### src/rtl/sar_pkg.sv
// sar_pkg: shared SAR controller state encodings, default result width and averager FSM state type.
package sar_pkg;
  localparam logic [1:0] SAR_IDLE  = 2'b00;
  localparam logic [1:0] SAR_TRACK = 2'b01;
  localparam logic [1:0] SAR_STEP  = 2'b10;
  localparam logic [1:0] SAR_INIT  = 2'b11;
  localparam int SAR_DATA = 8;
  typedef enum logic {ACCUM, LOAD} avg_state_t;
endpackage

### src/rtl/sar_done_detect.sv
// sar_done_detect: one-cycle conversion-done pulse when the SAR controller returns to idle.
module sar_done_detect
  import sar_pkg::*;
(
  input  logic       Clock,
  input  logic       Reset,
  input  logic [1:0] StateP,
  output logic       done
);
  logic [1:0] prev;
  always_ff @(posedge Clock) prev <= !Reset ? SAR_IDLE : StateP;
  assign done = prev != SAR_IDLE && StateP == SAR_IDLE;
endmodule

### src/rtl/sar_result_avg.sv
// sar_result_avg: block-averages 2^AVG_LOG2 SAR results with a valid/ready output and sticky overrun.
// Define SAR_AVG_ROUND_EN to round the average to nearest instead of truncating.
module sar_result_avg
  import sar_pkg::*;
#(
  parameter int DATA     = SAR_DATA,
  parameter int AVG_LOG2 = 2
) (
  input  logic                Clock,
  input  logic                Reset,
  input  logic                Enable,
  input  logic [1:0]          StateP,
  input  logic [DATA-1:0]     SAROut,
  output logic [DATA-1:0]     AvgOut,
  output logic                AvgValid,
  input  logic                AvgReady,
  output logic                Overrun,
  output logic [AVG_LOG2:0]   SampleCnt
);
  localparam int ACC_W = DATA + AVG_LOG2;
  localparam logic [AVG_LOG2:0] FULL = (AVG_LOG2 + 1)'(2 ** AVG_LOG2);
  logic done, capture, restart;
  avg_state_t state;
  logic [ACC_W-1:0] acc, rounded, sample;
  logic [DATA-1:0] result;
  sar_done_detect u_done (.Clock(Clock), .Reset(Reset), .StateP(StateP), .done(done));
  assign capture = done && Enable;
  assign sample  = ACC_W'(SAROut);
  assign restart = state == LOAD || !Enable;
`ifdef SAR_AVG_ROUND_EN
  assign rounded = acc + ACC_W'((2 ** AVG_LOG2) / 2);
`else
  assign rounded = acc;
`endif
  assign result = DATA'(rounded >> AVG_LOG2);
  // A new result meeting an unaccepted one is dropped; a same-cycle transfer frees the slot.
  always_ff @(posedge Clock) begin
    if (!Reset) begin
      state     <= ACCUM;
      acc       <= '0;
      SampleCnt <= '0;
      AvgOut    <= '0;
      AvgValid  <= 1'b0;
      Overrun   <= 1'b0;
    end else begin
      state     <= (state == ACCUM && capture && SampleCnt + 1'b1 == FULL) ? LOAD : ACCUM;
      acc       <= restart ? (capture ? sample : '0) : (capture ? acc + sample : acc);
      SampleCnt <= restart ? (AVG_LOG2 + 1)'(capture) : SampleCnt + (AVG_LOG2 + 1)'(capture);
      if (state == LOAD) begin
        if (AvgValid && !AvgReady) Overrun <= 1'b1;
        else begin
          AvgOut   <= result;
          AvgValid <= 1'b1;
        end
      end else if (AvgReady) AvgValid <= 1'b0;
    end
  end
endmodule

### config.mk
export PLATFORM = sky130hd
export DESIGN_NAME = sar_result_avg
export DESIGN_NICKNAME = d
export VERILOG_FILES = /design/src/rtl/sar_pkg.sv /design/src/rtl/sar_done_detect.sv /design/src/rtl/sar_result_avg.sv
export SDC_FILE = /design/constraint.sdc
export NUM_CORES = 1
export LEC_CHECK = 0
export CAP_MARGIN = 15
export CORE_MARGIN = 2
export CORE_UTILIZATION = 40
export CTS_BUF_LIST = sky130_fd_sc_hd__clkbuf_4
export CTS_CLUSTER_SIZE = 12
export DETAILED_ROUTE_END_ITERATION = 10
export GPL_ROUTABILITY_DRIVEN = 0
export GPL_TIMING_DRIVEN = 0
export SETUP_SLACK_MARGIN = 0.1
export SLEW_MARGIN = 5
export SYNTH_ARGS = -nofsm -noshare
export SYNTH_HDL_FRONTEND = slang
export SYNTH_HIERARCHICAL = 1
export SYNTH_SLANG_ARGS = --single-unit
### constraint.sdc
create_clock -name Clock -period 3.81 [get_ports Clock]
set_input_delay 0.5715 -clock Clock [delete_from_list [all_inputs] [get_ports Clock]]
set_output_delay 0.5715 -clock Clock [all_outputs]
set_load 0.02 [all_outputs]
# [Word level (Yosys, flattened, before mapping)]
# Index checks and enable logic that the tools add are counted.
[word_totals] wordCells=40 mem_bits_rw=0 latch_bits=0 ff_bits=26 mem_bits_ro=0 mem_count=0 out_inout_bits=13
[op_classes] n_reduce_logical=16 mul=0 n_addsub=3 div_mod_pow=0 magnitude_cmp=0 n_bitwise=3 shifts=0 mux=8 n_eq_ne=2
[ops] operator="$mux 10" count=2
[ops] operator="$add 10x8->10" count=1
[ops] operator="$mux 8" count=1
[ops] operator="$reduce_and 2->1" count=3
[ops] operator="$reduce_bool 2->1" count=3
[ops] operator="$logic_and 1x1->1" count=5
[ops] operator="$mux 1" count=5
[ops] operator="$add 3x1->3" count=1
[ops] operator="$add 3x1->3 const B" count=1
[ops] operator="$eq 3x3->1 const B" count=1
[ops] operator="$not 1->1" count=3
[ops] operator="$logic_not 1->1" count=2
[ops] operator="$logic_not 2->1" count=1
[ops] operator="$ne 2x2->1 const B" count=1
[ops] operator="$reduce_or 2->1" count=1
[ops] operator="$logic_or 1x1->1" count=1

# [Longest topological paths before layout]
# Gate-level depths: netlist of run 1.
[depth] depth_word=6 mapped_depth=8

# [By module]
# Netlist of run 1, hierarchy kept.
[modules_own_cells] module="sar_result_avg" cells_each=147 area_each_um2=1347.5 instances=1 seq_area_each_um2=480.5
[modules_own_cells] module="sar_done_detect" cells_each=6 area_each_um2=67.6 instances=1 seq_area_each_um2=40.0

# [Worst setup path after synthesis of run 1]
# OpenSTA, ideal clock, no wires.
[synth_path] path_type="input -> register" startpoint="in SAROut[0]" endpoint="reg acc[8]" required_time_ns=3.691 arrival_time_ns=2.120 setup_slack_ns=1.571 cell_stages=7 path_cell_list="ha_1 -> fa_1 -> a211oi_2 -> o21bai_2 -> a2111oi_4 -> or3_1 -> a21oi_1"
[synth_between] elab_chain_cells=3
[synth_lines] element="from (decl)" line="sar_result_avg.sv:13" source="input logic [DATA-1:0] SAROut,"
[synth_lines] element="$add 10x8->10" line="sar_result_avg.sv:47" source="acc <= restart ? (capture ? sample : '0) : (capture ? acc + sample : acc);"
[synth_lines] element="$mux 10 (2 in a row)" line="sar_result_avg.sv:47"
[synth_lines] element="to (signal assigned)" line="sar_result_avg.sv:47"
[synth_lines] element="to (decl)" line="sar_result_avg.sv:24" source="logic [ACC_W-1:0] acc, rounded, sample;"
# Every way passes these cells. The select of a mux whose other input is x is not followed.
# A chain may end at the register's enable or synchronous reset.

# [Worst setup path in the final report of run 1]
# Ends and elaborated chain as after synthesis.

==> impl_metrics.toml, run 1 <==
[worst_hold_path]
min_from = "acc[9]$_SDFFE_PN0P_"
hold_class = "flop to flop"
whs_path_depth = 2
hold_end = "acc[9]$_SDFFE_PN0P_"

[critical_path]
worstSetupPathType = "input pin to flop"
r2r_slack_ps = 1710
worstPathMaxFanout = 3
reg2reg_depth = 7
required_ps = 4040
cp-end-kind = "flop"
cp-start-kind = "input pin"
timing.rr.end = "acc[8]$_SDFFE_PN0P_"
crit_start = "SAROut[0]"
cp.arrival_ps = 2700
reg2reg_from = "acc[0]$_SDFFE_PN0P_"

[place]
dpl.hpwl_um = 2365
port_buffers = 26
place_inst = 225

[route]
via_per_inst = 5.250
drcViolationCount = 0
routedWlPerCell_um = 13.25
ant_nets = 0
vias = 1197
routed_wl_um = 3020
first_pass_iters = 6
drtIter0Drc = 40

[synthesis]
synthXorXnorAreaFrac_pct = 3.095
synth.distinct_cells = 38
synth_mux_area_share_pct = 9.195
synth_fa_ha_area_share_pct = 11.14
ys_ff_latch = 26
synth-compound-area-share_pct = 18.39
synth_top_family_by_area = "simple AND/OR/NAND/NOR gates"
syn_inst = 153
ys_async_sr_fraction_pct = 0
syn_nets = 179
ys_seq_area_share_pct = 36.78
yosysWarnings = 6
ys.flop_type = "dfxtp_1"
synth_area_mm2 = 0.001415
synth_edf_count = 0
syn_avg_cell_area_um2 = 9.249
synth-simple-area-share_pct = 18.74

[floorplanning]
boundaryPins = 27
start_util_pct = 42.08
dieArea_mm2 = 0.004030
fp.coreArea_mm2 = 0.003363
die-width_um = 63.48
rows = 21
die_h_um = 63.48

[final_layout]
layout.nets = 210
drive_above_1_share_pct = 7.143
area_growth_pct = 24.05
nFillCells = 351
n_antenna_cell = 0
final_cells = 228
mostFrequentLayoutCells = "26 x dfxtp_1, 26 x clkdlybuf4s50_1, 20 x nor2_1, 13 x mux2i_1"

[power_and_ir_drop]
switching_power_mw = 0.1128
ir_drop_uv = 139.5
share_seq_of_total_power_pct = 60.7
clkPwrFrac_pct = 25.3
swShare_pct = 24.68
power.internal_mw = 0.3442
power.density_mw_per_mm2 = 260.4
total_power_mw = 0.4570
combPwrFrac_pct = 14.0
p_leak_nw = 0.7577

[clock_tree]
cts_setup_buffers = 0
cts_made_buffers = 3
cts.sinks = 26
cts_resized = 0
postCtsHoldBufs = 0
cts-htree-levels = 1
path_clk_slew_ps = 140
cts_root_buffer = "clkbuf_4"
cts_tree = "done"
clkLatencyLatePin_ps = 310
cts_buffer_depth = 2

[timing]
period_needed_ps = 2479
setup_tns_ps = 0
finClkSkew_ps = 3.278
fmax_ghz = 0.4033
slew_headroom_pct = 66.13
rsz0062_at_grt = "no"
setup_viol = 0
hold_violations = 0
min_period_over_period_pct = 65.07
hold_ws_ps = 501.4
drv_slew = 0
tightest_slew_ps = 508.1

[status]
status = "finished, final reports clean"

[global_route]
grt_max_degree = 14
grt.total_usage_pct = 16.47
antenna_found_initial = 0
grt_pass1_wl_um = 5299
gr-total-overflow = 0
grt_pass1_vias = 1211

[run]
cap_violations = 0
## worst max path at each step
stage / endpoint / slack [ps] / cells after the start
2_1_floorplan: acc[8]$_SDFFE_PN0P_ / 1570 / 7
3_3_place_gp: acc[8]$_SDFFE_PN0P_ / 1000 / 8
3_5_place_dp: acc[8]$_SDFFE_PN0P_ / 1000 / 8
4_1_cts: acc[8]$_SDFFE_PN0P_ / 1340 / 8
5_1_grt: acc[8]$_SDFFE_PN0P_ / 1230 / 8
6_report: acc[8]$_SDFFE_PN0P_ / 1330 / 8
## synth_stat cells (2+ instances only)
master | n | area (um^2)
a211oi_1 | 4 | 30.03
a21o_1 | 4 | 30.03
a21oi_1 | 10 | 50.05
a31oi_1 | 4 | 25.02
and2_1 | 3 | 18.77
and3_1 | 2 | 12.51
buf_2 | 3 | 15.01
clkbuf_1 | 2 | 7.510
dfxtp_1 | 26 | 520.5
ha_1 | 11 | 137.6
inv_1 | 3 | 11.26
mux2i_1 | 13 | 130.1
nand2_1 | 8 | 30.03
nand3_1 | 2 | 10.01
nor2_1 | 20 | 75.07
nor2b_1 | 11 | 68.82
o211ai_1 | 2 | 15.01
o21ai_0 | 2 | 10.01
xnor2_1 | 4 | 35.03
## layout make-up
| type | instances | area [um^2] | share of cell area, % |
|---|---|---|---|
| Tap cell | 46 | 57.56 | 3.279 |
| Sequential cell | 26 | 520.5 | 29.65 |
| Buffer | 6 | 26.28 | 1.497 |
| Clock buffer | 3 | 22.52 | 1.283 |
| Timing Repair Buffer | 26 | 260.3 | 14.83 |
| Multi-Input combinational cell | 118 | 857.1 | 48.82 |
| Inverter | 3 | 11.26 | 0.6415 |
## power groups by stage
stage          logic (mW)  registers, mW  clock network, mW
5_1_grt            0.0717          0.278              0.132
3_3_place_gp       0.0621          0.283                  0
6_report           0.0642          0.277              0.115
2_1_floorplan      0.0388          0.283                  0
4_1_cts            0.0643          0.277              0.118
3_5_place_dp       0.0640          0.283                  0
## cell families after synthesis
| kind of cell | Yosys count |
|---|---|
| DFF | 26 |
| adders and majority gates | 12 |
| buffers and inverters | 9 |
| muxes | 13 |
| AOI/OAI and AO/OA | 35 |
| xor gates and xnor gates | 5 |
| and+or+nand+nor | 53 |
## flip-flops by register name (all words and copies together) (netlist names)
register,flops
acc,10
Overrun,1
u_done/prev,2
state,1
SampleCnt,3
AvgValid,1
AvgOut,8
## metrics by stage
| stage | area [um^2] | worst slack [ps] | util (%) |
|---|---|---|---|
| 4_1_cts | 1755 | 1336 | 52.19 |
| 3_3_place_gp | 1733 | 997.7 | 51.53 |
| 6_report | 1755 | 1331 | 52.19 |
| 2_1_floorplan | 1415 | 1571 | - |
| 3_5_place_dp | 1733 | 995.5 | 51.53 |
| 5_1_grt | 1755 | 1233 | 52.19 |
## routing by layer
metal,wire length [um],share of wire (%),vias to the layer above,GRT usage (%)
met1,1400,46,571,19.32
met5,0,0,-,0
met3,99,3.3,2,4.464
met4,18,0.60,0,3.804
met2,1502,50,20,29.61
li1,-,-,604,-
## worst max-delay path, cell delays in order
cell and delay, ps:
clkdlybuf4s50_1 430, ha_1 240, fa_1 460, a211oi_2 310, o21bai_2 140, a2111oi_4 360, or3_1 150, a21oi_1 50
No activity file was read; power rests on OpenSTA's default activity.
==> run 2: changes to the inputs <==
- PLACE_DENSITY: default -> 0.67
- clock period: 3.81 -> 2.1 ns (I/O delays scaled with it)
==> run 2 against run 1 <==
  * Core utilization grew 1.8 points
  * Combinational power grew 88%
  * Non-clock buffer count grew 2
  * Clock skew grew 2.4 ps
  * Clock-buffer cell count is the same
  * Hold slack lost 110 ps
  * Sequential power grew 82%
  * Clock power grew to 3.1 times the previous value
  * Worst setup slack lost 1200 ps
  * Cell count grew 1.3%
  * First-iteration DRC count grew 13%
  * Total power grew 110%
==> impl_metrics.toml, run 2 (synthesized netlist as in run 1, its figures left out) <==
[global_route]
gr-total-overflow = 0
grt_max_degree = 16
grt_pass1_wl_um = 5057
grt_pass1_vias = 1133
grt.total_usage_pct = 15.80
antenna_found_initial = 0

[floorplanning]
die_h_um = 63.48
boundaryPins = 27
start_util_pct = 42.08
die-width_um = 63.48
rows = 21
dieArea_mm2 = 0.004030
fp.coreArea_mm2 = 0.003363

[place]
place_inst = 225
port_buffers = 26
pre_cts_slack_ps = -461.6
dpl.hpwl_um = 2322
place_area_mm2 = 0.001733

[final_layout]
top_register = "acc"
finalInstanceArea_mm2 = 0.001817
utilization_pct = 54.02
final_cells = 231
largest_registers = "acc x10, AvgOut x8, SampleCnt x3"
mostFrequentLayoutCells = "26 x dfxtp_1, 25 x clkdlybuf4s50_1, 20 x nor2_1, 13 x mux2i_1, 11 x nor2b_1"
area_growth_pct = 28.38
drive_above_1_share_pct = 10.27
n_antenna_cell = 0
layout.nets = 212
nFillCells = 323
layout_commonest_cell = "dfxtp_1"
largest_reg_flops = 10

[route]
first_pass_iters = 4
routed_wl_um = 3159
via_per_inst = 5.264
routedWlPerCell_um = 13.68
vias = 1216
ant_nets = 0
drcViolationCount = 0
drtIter0Drc = 45

[power_and_ir_drop]
ir_drop_uv = 231.5
power.density_mw_per_mm2 = 540.6
clkPwrFrac_pct = 36.4
power.internal_mw = 0.7515
switching_power_mw = 0.2306
combPwrFrac_pct = 12.3
swShare_pct = 23.48
p_leak_nw = 0.7853
share_seq_of_total_power_pct = 51.3

[clock_tree]
path_clk_slew_ps = 150
cts.sinks = 26
cts-htree-levels = 1
cts_root_buffer = "clkbuf_4"
cts_made_buffers = 3
cts_tree = "done"
clkLatencyLatePin_ps = 330
cts_buffer_depth = 2

[timing]
rsz0062_at_grt = "yes"
drv_slew = 0
setup_viol = 0
finClkSkew_ps = 5.656
min_period_over_period_pct = 93.22
setup_tns_ps = 0
slew_headroom_pct = 62.36
period_needed_ps = 1958
fmax_ghz = 0.5108
fin_ws_ps = 142.3
hold_violations = 0
tightest_slew_ps = 564.7

[critical_path]
cp-end-kind = "flop"
cp.arrival_ps = 2200
required_ps = 2340
cp-start-kind = "flop"
worstSetupPathType = "flop to flop"
worstPathMaxFanout = 2

[status]
status = "finished, final reports clean"

[worst_hold_path]
hold_class = "input pin to flop"

[run]
cap_violations = 0
-- run 2: changes by cell type in the layout (fill, tap and decap cells not counted), sizes merged --
| cell | before | now |
|---|---|---|
| clkdlybuf4s50 | 26 | 25 |
| bufinv | 0 | 1 |
| buf | 4 | 6 |
| dlygate4sd2 | 0 | 1 |
-- run 2: final timing paths --
kind,startpoint,end,slack [ps],cells past startpoint
setup / recovery,acc[0]$_SDFFE_PN0P_,acc[8]$_SDFFE_PN0P_,140,7
hold / removal,SAROut[0],acc[0]$_SDFFE_PN0P_,390,3
setup reg to reg,acc[0]$_SDFFE_PN0P_,acc[8]$_SDFFE_PN0P_,140,7
hold reg to reg,acc[4]$_SDFFE_PN0P_,acc[4]$_SDFFE_PN0P_,520,2
-- run 2: routing by layer --
metal / vias to the layer above / track usage [%] / wire, um
met3: 7 / 2.500 / 147
met1: 573 / 19.34 / 1372
met5: - / 0 / 0
li1: 607 / - / -
met4: 0 / 6.522 / 65
met2: 29 / 27.37 / 1573
-- run 2: what timing repair did --
item                                    4_1_cts  5_1_grt
buffers inserted                              2        0
gates resized for setup                       4        2
pin swaps                                     6        0
hold buffers                                  0        0
endpoints found under the setup margin        2        2
-- run 2: worst max-delay path, cell delays in order (launching register included) --
cell and delay, ps:
dfxtp_1 350, ha_2 210, fa_2 400, a211oi_4 260
o21bai_2 110, a2111oi_4 320, or3_1 160, a21oi_1 60
-- run 2: through the flow --
stage	hold WS [ps]	total power, mW
after floorplan	436.7	0.5835
after global placement	480.0	0.6258
after detailed placement	492.0	0.6300
after CTS	405.0	0.9774
after global routing	452.4	1.021
final	392.3	0.9821
-- run 2: power groups by stage --
stage                     sequential [mW]  combinational (mW)  clock (mW)
after floorplan                     0.513              0.0705           0
after global placement              0.514               0.112           0
after detailed placement            0.514               0.116           0
after CTS                           0.503               0.118       0.356
after global routing                0.504               0.132       0.385
final                               0.503               0.121       0.358
-- run 2: area by class of cell --
| type | instances | area, um^2 | area share [%] |
|---|---|---|---|
| Clock buffer | 3 | 22.52 | 1.240 |
| Tap cell | 46 | 57.56 | 3.168 |
| Clock inverter | 1 | 30.03 | 1.653 |
| Buffer | 6 | 26.28 | 1.446 |
| Multi-Input combinational cell | 118 | 874.6 | 48.14 |
| Sequential cell | 26 | 520.5 | 28.65 |
| Timing Repair Buffer | 28 | 274.0 | 15.08 |
| Inverter | 3 | 11.26 | 0.6198 |
